## config.mk

```make
export PLATFORM = sky130hd
export DESIGN_NAME = pipelined_shifter
export DESIGN_NICKNAME = d
export VERILOG_FILES = /design/src/rtl/pipelined_shifter_pkg.sv /design/src/rtl/pipelined_shifter_shift_stage.sv /design/src/rtl/pipelined_shifter.sv
export SDC_FILE = /design/constraint.sdc
export NUM_CORES = 1
export LEC_CHECK = 0
export CAP_MARGIN = 10
export CELL_PAD_IN_SITES_DETAIL_PLACEMENT = 0
export CELL_PAD_IN_SITES_GLOBAL_PLACEMENT = 1
export CORE_ASPECT_RATIO = 1.1
export CORE_MARGIN = 10
export CORE_UTILIZATION = 43
export CTS_BUF_LIST = sky130_fd_sc_hd__clkbuf_2 sky130_fd_sc_hd__clkbuf_4 sky130_fd_sc_hd__clkbuf_8
export DETAILED_ROUTE_END_ITERATION = 8
export PLACE_DENSITY_LB_ADDON = 0.1
export RECOVER_POWER = 100
export SLEW_MARGIN = 40
export SYNTH_ARGS = -nofsm -noshare
export SYNTH_HDL_FRONTEND = slang
export SYNTH_SLANG_ARGS = --single-unit
```

## constraint.sdc

```tcl
create_clock -name clk -period 2.9 [get_ports clk]
set_input_delay 0.29 -clock clk [delete_from_list [all_inputs] [get_ports clk]]
set_output_delay 0.29 -clock clk [all_outputs]
set_load 0.02 [all_outputs]
```

## src/rtl/pipelined_shifter_pkg.sv

```systemverilog
// Shared definitions for the pipelined barrel shifter.
//   op_t / OP_*   : operation encodings carried with each request
//   op_is_illegal : flags encodings with no defined operation
//   slice_count   : number of binary shift stages placed before register slice k
//   slice_first   : index of the first binary shift stage handled by slice k
package pipelined_shifter_pkg;

  typedef logic [2:0] op_t;

  localparam op_t OP_SLL = 3'b000;
  localparam op_t OP_SRL = 3'b001;
  localparam op_t OP_SRA = 3'b010;
  localparam op_t OP_ROL = 3'b011;
  localparam op_t OP_ROR = 3'b100;

  function automatic logic op_is_illegal(input op_t op);
    return (op > OP_ROR);
  endfunction

  // Stages are spread evenly; leftover stages go to the earliest slices.
  function automatic int unsigned slice_count(input int unsigned k, input int unsigned shw,
                                              input int unsigned stages);
    return (shw / stages) + ((k < (shw % stages)) ? 1 : 0);
  endfunction

  function automatic int unsigned slice_first(input int unsigned k, input int unsigned shw,
                                              input int unsigned stages);
    int unsigned sum;
    sum = 0;
    for (int unsigned i = 0; i < k; i++) begin
      sum += slice_count(i, shw, stages);
    end
    return sum;
  endfunction

endpackage

```

## src/rtl/pipelined_shifter_shift_stage.sv

```systemverilog
// One combinational binary stage of the barrel shifter.
//   data_i    : operand entering this stage
//   amt_bit_i : shift-amount bit selecting a move of STEP positions
//   op_i      : operation; undefined encodings pass data through
//   data_o    : operand after this stage
module shift_stage
  import pipelined_shifter_pkg::*;
#(
  parameter int unsigned WIDTH = 32,
  parameter int unsigned STEP  = 1
) (
  input  logic [WIDTH-1:0] data_i,
  input  logic             amt_bit_i,
  input  op_t              op_i,
  output logic [WIDTH-1:0] data_o
);

  always_comb begin
    data_o = data_i;
    if (amt_bit_i) begin
      case (op_i)
        OP_SLL:  data_o = data_i << STEP;
        OP_SRL:  data_o = data_i >> STEP;
        OP_SRA:  data_o = $signed(data_i) >>> STEP;
        OP_ROL:  data_o = (data_i << STEP) | (data_i >> (WIDTH - STEP));
        OP_ROR:  data_o = (data_i >> STEP) | (data_i << (WIDTH - STEP));
        default: data_o = data_i;
      endcase
    end
  end

endmodule

```

## src/rtl/pipelined_shifter.sv

```systemverilog
// Pipelined barrel shifter with valid/ready handshake on both sides.
//   clk, rstn              : clock, asynchronous active-low reset
//   in_valid/in_ready      : request handshake
//   in_data, in_amt, in_op : operand, shift amount, operation
//   out_valid/out_ready    : result handshake
//   out_data               : shifted result
//   out_zero               : out_data is all zeros
//   out_illegal            : request carried an undefined op (data passed through)
// SHW binary stages are split across STAGES register slices; the whole pipe
// advances together unless the output holds a result the consumer refuses.
module pipelined_shifter
  import pipelined_shifter_pkg::*;
#(
  parameter int unsigned  WIDTH  = 32,
  parameter int unsigned  STAGES = 2,
  localparam int unsigned SHW    = $clog2(WIDTH)
) (
  input  logic             clk,
  input  logic             rstn,
  input  logic             in_valid,
  output logic             in_ready,
  input  logic [WIDTH-1:0] in_data,
  input  logic [SHW-1:0]   in_amt,
  input  logic [2:0]       in_op,
  output logic             out_valid,
  input  logic             out_ready,
  output logic [WIDTH-1:0] out_data,
  output logic             out_zero,
  output logic             out_illegal
);

  // Register slice outputs, indexed by slice.
  logic [WIDTH-1:0] sl_data [STAGES];
  logic [SHW-1:0]   sl_amt  [STAGES];
  op_t              sl_op   [STAGES];
  logic             sl_ill  [STAGES];
  logic             sl_vld  [STAGES];
  // Combinational result feeding each slice register.
  logic [WIDTH-1:0] sl_next [STAGES];

  logic adv;
  logic out_zero_q;

  // Only a refused result stalls; empty slices still move so bubbles collapse.
  assign in_ready = ~(out_valid & ~out_ready);
  assign adv      = in_ready;

  for (genvar k = 0; k < STAGES; k++) begin : g_slice
    localparam int unsigned Cnt   = slice_count(k, SHW, STAGES);
    localparam int unsigned First = slice_first(k, SHW, STAGES);

    logic [WIDTH-1:0] d_in;
    logic [SHW-1:0]   a_in;
    op_t              o_in;
    logic             i_in;
    logic             v_in;

    if (k == 0) begin : g_src_in
      assign d_in = in_data;
      assign a_in = in_amt;
      assign o_in = in_op;
      assign i_in = op_is_illegal(in_op);
      assign v_in = in_valid;
    end else begin : g_src_prev
      assign d_in = sl_data[k-1];
      assign a_in = sl_amt[k-1];
      assign o_in = sl_op[k-1];
      assign i_in = sl_ill[k-1];
      assign v_in = sl_vld[k-1];
    end

    logic [WIDTH-1:0] chain [Cnt+1];
    assign chain[0] = d_in;

    for (genvar i = 0; i < Cnt; i++) begin : g_stage
      shift_stage #(
        .WIDTH (WIDTH),
        .STEP  (1 << (First + i))
      ) u_stage (
        .data_i    (chain[i]),
        .amt_bit_i (a_in[First+i]),
        .op_i      (o_in),
        .data_o    (chain[i+1])
      );
    end

    assign sl_next[k] = chain[Cnt];

    logic [WIDTH-1:0] data_q;
    logic [SHW-1:0]   amt_q;
    op_t              op_q;
    logic             ill_q;
    logic             vld_q;

    always_ff @(posedge clk or negedge rstn) begin
      if (!rstn) begin
        data_q <= '0;
        amt_q  <= '0;
        op_q   <= OP_SLL;
        ill_q  <= 1'b0;
        vld_q  <= 1'b0;
      end else if (adv) begin
        data_q <= chain[Cnt];
        amt_q  <= a_in;
        op_q   <= o_in;
        ill_q  <= i_in;
        vld_q  <= v_in;
      end
    end

    assign sl_data[k] = data_q;
    assign sl_amt[k]  = amt_q;
    assign sl_op[k]   = op_q;
    assign sl_ill[k]  = ill_q;
    assign sl_vld[k]  = vld_q;

    // Already-consumed amount bits (and everything in the last slice) have no reader.
    logic unused_carry;
    assign unused_carry = ^{sl_amt[k], sl_op[k]};
  end

  // Zero flag is computed before the final register so it travels with out_data.
  always_ff @(posedge clk or negedge rstn) begin
    if (!rstn) begin
      out_zero_q <= 1'b0;
    end else if (adv) begin
      out_zero_q <= (sl_next[STAGES-1] == '0);
    end
  end

  assign out_valid   = sl_vld[STAGES-1];
  assign out_data    = sl_data[STAGES-1];
  assign out_illegal = sl_ill[STAGES-1];
  assign out_zero    = out_zero_q;

endmodule

```

==> results.sh, run 1 <==
export IMPL_io_buffers=79
export IMPL_fmax_mhz=360
export IMPL_start_util=0.442
export IMPL_cts_clk_slew_worst_paths_ns=0.07
export IMPL_cap_violations=1
export IMPL_die_w_um=142
export IMPL_fin_setup_tns_ns=0
export IMPL_synth_edff_count=0
export IMPL_worstMarginPinSlew_ns=1.80
export IMPL_slew_headroom=-0.202
export IMPL_hold_violations=0
export IMPL_worstSetupPathType="reg2reg"
export IMPL_clock_latency_ns=0.37
export IMPL_violations="max-capacitance violations, max-slew violations"
export IMPL_die_y_um=154
export IMPL_drcViolationCount=0
export IMPL_wl_per_cell_um=21.4
export IMPL_fin_crit_sh=0.957
export IMPL_area_delta_synth_final_pct=21.3
export IMPL_syn_avg_cell_area_um2=7.51
export IMPL_grt_pass1_vias=7648
export IMPL_clkPwrFrac=0.144
export IMPL_cts_inserted_buffers=9
export IMPL_fillers=1593
export IMPL_final_net_count=1058
export IMPL_drt_iter0_drc=611
export IMPL_fin_ws_ns=0.126
export IMPL_antenna_cells=0
export IMPL_globalplace_congestion=0.938
export IMPL_period_minus_slack_ns=2.77
export IMPL_regArea_um2=1850
export IMPL_p_leak_nw=3.41
export IMPL_layout_drive_gt1_share=0.147
export IMPL_die_area_um2=21800
export IMPL_ys_seq_elements=74
export IMPL_cts_root_buf="clkbuf_8"
export IMPL_final_common_cell="nand2_1"
export IMPL_cts_path_max_buffers=2
export IMPL_cts_htree_levels=3
export IMPL_crit_path_end_kind="register"
export IMPL_synth_yosys_warnings=0
export IMPL_syn_area_um2=7000
export IMPL_cts_tree="done"
export IMPL_path_max_fanout=36
export IMPL_synth_cells=933
export IMPL_grt_max_degree=75
export IMPL_cts_sinks=74
export IMPL_first_pass_iters=5
export IMPL_gr_total_overflow=0
export IMPL_arrival_ns=3.08
export IMPL_ys_types=76
export IMPL_status="finished with violations"
export IMPL_wl_um=26000
export IMPL_critPathLaunchType="register"
export IMPL_vias=7853
export IMPL_p_int_mw=2.77
export IMPL_syn_nets=977
export IMPL_final_cell_mix="nand2_1, nor2_1, dfrtp_1"
export IMPL_setup_viol=0
export IMPL_ir_drop_uv=229
export IMPL_power_frac_comb=0.537
export IMPL_power_switching_mw=2.22
export IMPL_pwr_density_cell_nw_per_um2=587
export IMPL_hpwl_um=20100
export IMPL_cts_setup_buffers=0
export IMPL_ys_flop_type="dfrtp_1"
export IMPL_ios=80
export IMPL_ys_async_sr_fraction=1.00
export IMPL_drv_slew=75
export IMPL_seqPwrFrac=0.319
export IMPL_vias_per_cell=6.44
export IMPL_pre_cts_ws_ns=0.0651
export IMPL_critPathRequiredTime_ns=3.21
export IMPL_finalClockSkew_ns=0.00585
export IMPL_grtUsageTotal=0.231
export IMPL_antenna_found_initial=0
export IMPL_hp_class="in2reg"
export IMPL_p_sw_frac=0.445
export IMPL_rows=48
export IMPL_core_area_um2=15900
export IMPL_drtAntennaViolNets=0
export IMPL_grt_pass1_wl_um=41800
export IMPL_rsz0062_at_grt="false"
export IMPL_multi_input_area_um2=4700
export IMPL_ys_seq_area_frac=0.264
[cell usage after synthesis, types with 6 or more instances]
library cell / instances / area (um^2)
or2_2: 6 / 37.5
buf_2: 30 / 150
a311oi_1: 35 / 307
a2bb2oi_1: 8 / 70.1
a211oi_1: 6 / 45.0
nand2_1: 203 / 762
a221oi_1: 16 / 140
o221a_2: 17 / 191
a21oi_1: 41 / 205
o211ai_1: 7 / 52.6
buf_4: 6 / 45.0
buf_1: 6 / 22.5
mux2i_1: 38 / 380
buf_6: 6 / 67.6
o21ai_0: 42 / 210
mux2_2: 13 / 146
a22oi_1: 10 / 75.1
nand3_1: 38 / 190
o221ai_1: 8 / 70.1
clkbuf_1: 44 / 165
o22ai_1: 38 / 238
and3b_1: 6 / 52.6
nor2_1: 73 / 274
and2_1: 12 / 75.1
a31oi_1: 32 / 200
o211a_1: 6 / 60.1
dfrtp_1: 74 / 1850
nand3b_1: 11 / 82.6
[timing repair]
action,in CTS,in global routing
endpoints found under the setup margin,0,1
hold buffers,1,0
endpoints found under the hold margin,74,0
resized for setup,0,3
[layer usage]
| metal | part of all wire | GRT usage |
|---|---|---|
| met3 | 0.052 | 0.0305 |
| met1 | 0.41 | 0.276 |
| met4 | 0.034 | 0.106 |
| met2 | 0.50 | 0.401 |
| met5 | 0 | 0 |
[power groups by stage]
stage / Clock (mW) / Combinational [mW] / Sequential (mW)
after global routing: 0.765 / 2.89 / 1.64
final: 0.721 / 2.68 / 1.59
after global placement: 0 / 2.72 / 1.60
after CTS: 0.738 / 2.75 / 1.59
after floorplan: 0 / 1.45 / 1.72
after detailed placement: 0 / 2.74 / 1.61
[layout make-up]
| type | count | area share |
|---|---|---|
| Clock inverter | 6 | 0.00383 |
| Clock buffer | 10 | 0.0162 |
| Sequential cell | 74 | 0.218 |
| Inverter | 6 | 0.00265 |
| Tap cell | 200 | 0.0295 |
| Timing Repair Buffer | 163 | 0.176 |
| Multi-Input combinational cell | 760 | 0.553 |
[critical path, cell delays in order (launching register included)]
cell and delay, ns:
dfrtp_1 0.57, buf_12 0.24, and3b_1 0.34, a22oi_1 0.24, a2bb2oi_1 0.13, a221o_1 0.42, nand4b_1 0.23, nor4_1 0.31
a32o_1 0.20
[flip-flops by register name, indices dropped and copies added (netlist names)]
signal,flops
g_slice.amt_q,2
g_slice.data_q,32
g_slice.ill_q,1
g_slice.op_q,3
g_slice.vld_q,1
out_data,32
out_illegal,1
out_valid,1
out_zero,1
[logic make-up after synthesis]
family / count (synthesis) / synth area share
simple gates: 382 / 0.245
buf+inv: 99 / 0.0682
flops: 74 / 0.264
compound gates: 323 / 0.340
xor+xnor: 4 / 0.00715
mux: 51 / 0.0752
[final timing paths]
path	startpoint	cells after the start	slack, ns	endpoint
min in group asynchronous	rstn	2	0.90	out_data[15]
setup / recovery	g_slice[0].op_q[2]	8	0.13	out_zero
hold / removal	in_amt[4]	3	0.45	g_slice[0].amt_q[4]
hold reg to reg	g_slice[0].vld_q	2	0.47	g_slice[0].vld_q
setup reg to reg	g_slice[0].op_q[2]	8	0.13	out_zero
max in group asynchronous	rstn	2	0.75	g_slice[0].op_q[0]
[metrics by stage]
step	utilization	power (mW)	hold WS [ns]	cell area [um^2]	cells
2_1_floorplan	-	3.17	-0.00559	7000	933
3_3_place_gp	0.527	4.32	0.441	8350	1202
3_5_place_dp	0.527	4.35	0.352	8360	1202
4_1_cts	0.539	5.08	0.453	8540	1219
5_1_grt	0.536	5.29	0.461	8490	1219
6_report	0.536	4.99	0.453	8490	1219
Power figures use the tool's default switching activity.
==> run 2, diff against run 1 <==
Settings changed: CORE_UTILIZATION 43 to 47.
Clock period 2.9 ns to 3.5 ns, I/O delays scaled along.
==> run 2 against run 1 <==
Effect of this change:
- the flow still finishes with violations (max-capacitance violations, max-slew violations)
- global-route usage grew 1.1 points
- final area shrank 4.3%
- routed wire length shrank 3.9%
- combinational power shrank 22%
- critical path depth grew 1
- register-to-register slack gained 0.26 ns
- clock-buffer cell count grew 2
- first-iteration DRC count grew 28%
- via count shrank 0.92%
- largest cell class unchanged
- highest routed layer unchanged
==> results.sh, run 2 (synthesis gave the netlist of run 1 again) <==
export IMPL_status="finished with violations"
export IMPL_violations="max-capacitance violations, max-slew violations"
export IMPL_crit_path_end_kind="register"
export IMPL_totalPowerFinal_mw=4.08
export IMPL_final_cell_mix="nand2_1, dfrtp_1, nor2_1"
export IMPL_path_max_fanout=54
export IMPL_antenna_cells=0
export IMPL_cts_setup_buffers=0
export IMPL_critPathLaunchType="primary input"
export IMPL_grtUsageTotal=0.242
export IMPL_finalClockSkew_ns=0.00847
export IMPL_rows=46
export IMPL_fmax_mhz=318
export IMPL_first_pass_iters=6
export IMPL_cts_root_buf="clkbuf_8"
export IMPL_start_util=0.483
export IMPL_die_w_um=136
export IMPL_fin_setup_tns_ns=0
export IMPL_dr_wl_met2_um=12200
export IMPL_drt_iter0_drc=784
export IMPL_critPathTopFamily="compound AO/OA/AOI/OAI gates"
export IMPL_die_area_um2=20200
export IMPL_path_buf_inv=2
export IMPL_worst_path_max_delay_cell="dlygate4sd3_1"
export IMPL_fin_crit_sh=0.898
export IMPL_setup_viol=0
export IMPL_dr_wl_met3_um=1690
export IMPL_cts_path_max_buffers=2
export IMPL_wl_um=25000
export IMPL_critPathRequiredTime_ns=3.75
export IMPL_globalplace_congestion=0.974
export IMPL_p_leak_nw=3.22
export IMPL_power_frac_comb=0.512
export IMPL_cap_violations=1
export IMPL_hold_violations=0
export IMPL_drv_slew=75
export IMPL_met1_length_um=9980
export IMPL_seqPwrFrac=0.326
export IMPL_hp_class="reg2reg"
export IMPL_cts_tree="done"
export IMPL_regArea_um2=1850
export IMPL_period_minus_slack_ns=3.14
export IMPL_hpwl_um=18800
export IMPL_cp_cell_sequence="dlygate4sd3_1 -> o21ai_0 -> and2_2 -> buf_12 -> mux2_1 -> a21oi_1 -> o21ba_1 -> o22ai_1 -> o221a_1"
export IMPL_p_int_mw=2.29
export IMPL_cts_clk_slew_worst_paths_ns=0.07
export IMPL_cts_sinks=74
export IMPL_power_switching_mw=1.79
export IMPL_fillers=1409
export IMPL_clkPwrFrac=0.162
export IMPL_area_delta_synth_final_pct=16.1
export IMPL_grt_max_degree=75
export IMPL_vias=7781
export IMPL_drcViolationCount=0
export IMPL_gr_total_overflow=0
export IMPL_antenna_found_initial=0
export IMPL_multi_input_area_um2=4690
export IMPL_ios=80
export IMPL_io_buffers=79
export IMPL_cts_htree_levels=3
export IMPL_fin_hold_ws_ns=0.462
export IMPL_post_cts_resized=0
export IMPL_final_net_count=1015
export IMPL_p_sw_frac=0.438
export IMPL_ir_drop_uv=162
export IMPL_cts_inserted_buffers=9
export IMPL_arrival_ns=3.39
export IMPL_pwr_density_cell_nw_per_um2=501
export IMPL_vias_per_cell=6.67
export IMPL_grt_pass1_vias=7396
export IMPL_worstSetupPathType="in2reg"
export IMPL_highest_layer="met4"
export IMPL_core_area_um2=14500
export IMPL_grt_pass1_wl_um=40200
export IMPL_clock_latency_ns=0.36
export IMPL_rsz0062_at_grt="false"
export IMPL_worstMarginPinSlew_ns=1.72
export IMPL_drtAntennaViolNets=0
export IMPL_layout_drive_gt1_share=0.115
export IMPL_slowest_delay_ns=0.70
export IMPL_postCtsHoldBufs=0
export IMPL_die_y_um=148
export IMPL_slew_headroom=-0.144
export IMPL_wl_per_cell_um=21.5
export IMPL_utilization=0.561
export IMPL_final_common_cell="nand2_1"
run 2: changes by cell type in the layout (fill, tap and decap cells not counted), moves of 3 or more:
cell	delta
buf_12	-5
clkinv_2	-3
clkbuf_1	-8
buf_4	-28
dlygate4sd3_1	-3
run 2: final cells by class:
class	count	share of cell area
multi-input combinational	760	0.577
tap	192	0.0295
clock inverter	3	0.00492
clock buffer	12	0.0188
timing repair buffer	120	0.140
sequential	74	0.228
inverter	6	0.00277
run 2: worst paths after layout:
kind,from,to,slack [ns],cells past startpoint
max in group asynchronous,rstn,g_slice[0].data_q[16],1.96,2
worst min register to register,g_slice[0].vld_q,g_slice[0].vld_q,0.46,2
min in group asynchronous,rstn,out_data[6],0.53,2
worst max register to register,g_slice[0].op_q[1],out_zero,0.39,7
worst max-delay path,in_op[0],g_slice[0].data_q[21],0.36,9
worst min-delay path,g_slice[0].vld_q,g_slice[0].vld_q,0.46,2
run 2: through the flow:
stage / instance area (um^2) / std cells / worst slack [ns]
after floorplan: 7000 / 933 / 1.36
after global placement: 7960 / 1152 / 0.389
after detailed placement: 7970 / 1152 / 0.282
after CTS: 8160 / 1167 / 0.468
after global routing: 8130 / 1167 / 0.161
final: 8130 / 1167 / 0.357
run 2: tightest hold or removal path: cells and delay by family, from the launching register on:
family / cells / cell delay (ns)
flip-flops: 1 / 0.34
AND/OR/NAND/NOR: 2 / 0.09
run 2: layer usage:
layer  global-route usage  vias up
li1                     -     3597
met1                0.294     3704
met2                0.410      385
met3               0.0363       95
met4                0.115        0
met5                    0        -
run 2: power by group through the flow:
| stage | clock, mW | sequential, mW | combinational (mW) |
|---|---|---|---|
| 2_1_floorplan | 0 | 1.42 | 1.20 |
| 6_report | 0.662 | 1.33 | 2.09 |
| 5_1_grt | 0.709 | 1.36 | 2.25 |
| 3_5_place_dp | 0 | 1.35 | 2.12 |
| 4_1_cts | 0.675 | 1.33 | 2.13 |
| 3_3_place_gp | 0 | 1.33 | 2.09 |
==> run 3, diff against run 2 <==
Settings changed: ABC_CLOCK_PERIOD_IN_PS set to 3500, SLEW_MARGIN 40 to unset.
==> run 3 against run 2 <==
Effect of this change:
- register-to-register slack worse by 0.22 ns
- routed wire length rose by 0.14%
- the run ends with design-rule violations, max-capacitance violations, max-slew violations left
- critical endpoint is now out_zero
- clock-buffer cell count shrank 2
- non-clock buffer count stayed put
- final cell count barely moved
- highest routed layer unchanged
- worst hold slack improved by 0.0026 ns
- die area stayed put
- clock skew is 0.00086 ns higher
- sequential share of layout area is essentially flat
==> results.sh, run 3 (synthesis gave the netlist of run 1 again) <==
export IMPL_critPathRequiredTime_ns=3.74
export IMPL_path_max_fanout=20
export IMPL_ios=80
export IMPL_vias=7848
export IMPL_hold_violations=0
export IMPL_final_common_cell="nand2_1"
export IMPL_first_pass_iters=8
export IMPL_core_area_um2=14500
export IMPL_die_w_um=136
export IMPL_setup_viol=0
export IMPL_cts_clk_slew_worst_paths_ns=0.08
export IMPL_antenna_found_initial=0
export IMPL_worst_path_max_delay_cell="o21ai_1"
export IMPL_critPathTopFamily="compound AO/OA/AOI/OAI gates"
export IMPL_slowest_delay_ns=1.01
export IMPL_die_area_um2=20200
export IMPL_rows=46
export IMPL_drtAntennaViolNets=0
export IMPL_worstSetupPathType="reg2reg"
export IMPL_postCtsHoldBufs=0
export IMPL_clock_latency_ns=0.36
export IMPL_critPathLaunchType="register"
export IMPL_io_buffers=79
export IMPL_hpwl_um=18800
export IMPL_cts_setup_buffers=0
export IMPL_layout_drive_gt1_share=0.114
export IMPL_fin_ws_ns=0.171
export IMPL_grt_pass1_vias=7440
export IMPL_finalClockSkew_ns=0.00933
export IMPL_grt_max_degree=75
export IMPL_crit_path_end_kind="register"
export IMPL_grt_pass1_wl_um=40500
export IMPL_path_buf_inv=1
export IMPL_drcViolationCount=1
export IMPL_cap_violations=1
export IMPL_fin_crit_sh=0.951
export IMPL_ir_drop_uv=177
export IMPL_vias_per_cell=6.72
export IMPL_area_delta_synth_final_pct=15.9
export IMPL_arrival_ns=3.57
export IMPL_cp_num_cells=7
export IMPL_hold_depth=1
export IMPL_slew_headroom=-0.161
export IMPL_globalplace_congestion=0.974
export IMPL_antenna_cells=0
export IMPL_cts_root_buf="clkbuf_8"
export IMPL_cts_htree_levels=3
export IMPL_drv_slew=75
export IMPL_post_cts_resized=0
export IMPL_final_cell_mix="nand2_1, dfrtp_1, nor2_1"
export IMPL_cts_sinks=74
export IMPL_final_net_count=1015
export IMPL_start_util=0.483
export IMPL_violations="design-rule violations, max-capacitance violations, max-slew violations"
export IMPL_p_leak_nw=3.21
export IMPL_wl_um=25100
export IMPL_fin_setup_tns_ns=0
export IMPL_pre_cts_ws_ns=0.299
export IMPL_rsz0062_at_grt="false"
export IMPL_worst_r2r_path_depth=7
export IMPL_pwr_density_cell_nw_per_um2=499
export IMPL_die_y_um=148
export IMPL_drt_iter0_drc=706
export IMPL_gr_total_overflow=0
export IMPL_status="finished with violations"
export IMPL_fmax_mhz=300
export IMPL_cts_inserted_buffers=9
export IMPL_cts_path_max_buffers=2
export IMPL_worstMarginPinSlew_ns=1.74
export IMPL_period_minus_slack_ns=3.33
export IMPL_wl_per_cell_um=21.5
export IMPL_hp_class="reg2reg"
export IMPL_cp_cell_sequence="clkbuf_1 -> nor2_2 -> o21ai_1 -> o22ai_1 -> nand4_1 -> nor4_1 -> a32o_1"
export IMPL_grtUsageTotal=0.244
export IMPL_cts_tree="done"
==> run 3: final timing paths <==
kind                                     from                    end  slack (ns)
setup / recovery           g_slice[0].op_q[0]               out_zero        0.17
hold / removal               g_slice[0].vld_q              out_valid        0.46
setup reg to reg           g_slice[0].op_q[0]               out_zero        0.17
hold reg to reg              g_slice[0].vld_q              out_valid        0.46
max in group asynchronous                rstn  g_slice[0].data_q[15]        1.91
min in group asynchronous                rstn           out_data[10]        0.49
==> run 3: area by class of cell <==
class	instances	area (um^2)
clock buffer	10	131
clock inverter	6	57.6
fill	1432	6390
inverter	6	22.5
multi-input combinational	760	4680
sequential	74	1850
tap	192	240
timing repair buffer	120	1140
==> run 3: report_power, final <==
group          internal (mW)  total, mW  switching, mW
sequential              1.08       1.33          0.245
clock                  0.332      0.641          0.309
combinational          0.851       2.09           1.23
total                   2.26       4.05           1.79
==> run 3: worst reg2reg max path: stages, from the launching register on <==
cell	delay, ns
dfrtp_1	0.86
clkbuf_1	0.40
nor2_2	0.10
o21ai_1	1.01
o22ai_1	0.36
nand4_1	0.21
nor4_1	0.07
a32o_1	0.22
==> run 3: metrics by stage <==
stage          hold WS (ns)  std cells  total power, mW  instance area [um^2]   util
3_5_place_dp          0.447       1152             3.46                  7960  0.549
3_3_place_gp          0.440       1152             3.42                  7960  0.549
6_report              0.464       1168             4.05                  8120  0.560
5_1_grt               0.494       1168             4.30                  8120  0.560
2_1_floorplan        0.0544        933             2.62                  7000      -
4_1_cts               0.233       1168             4.11                  8150  0.562
==> run 3: layer usage <==
metal / wire, um / track usage
met1: 10200 / 0.304
met2: 12500 / 0.415
met3: 1530 / 0.0251
met4: 826 / 0.105
met5: 0 / 0
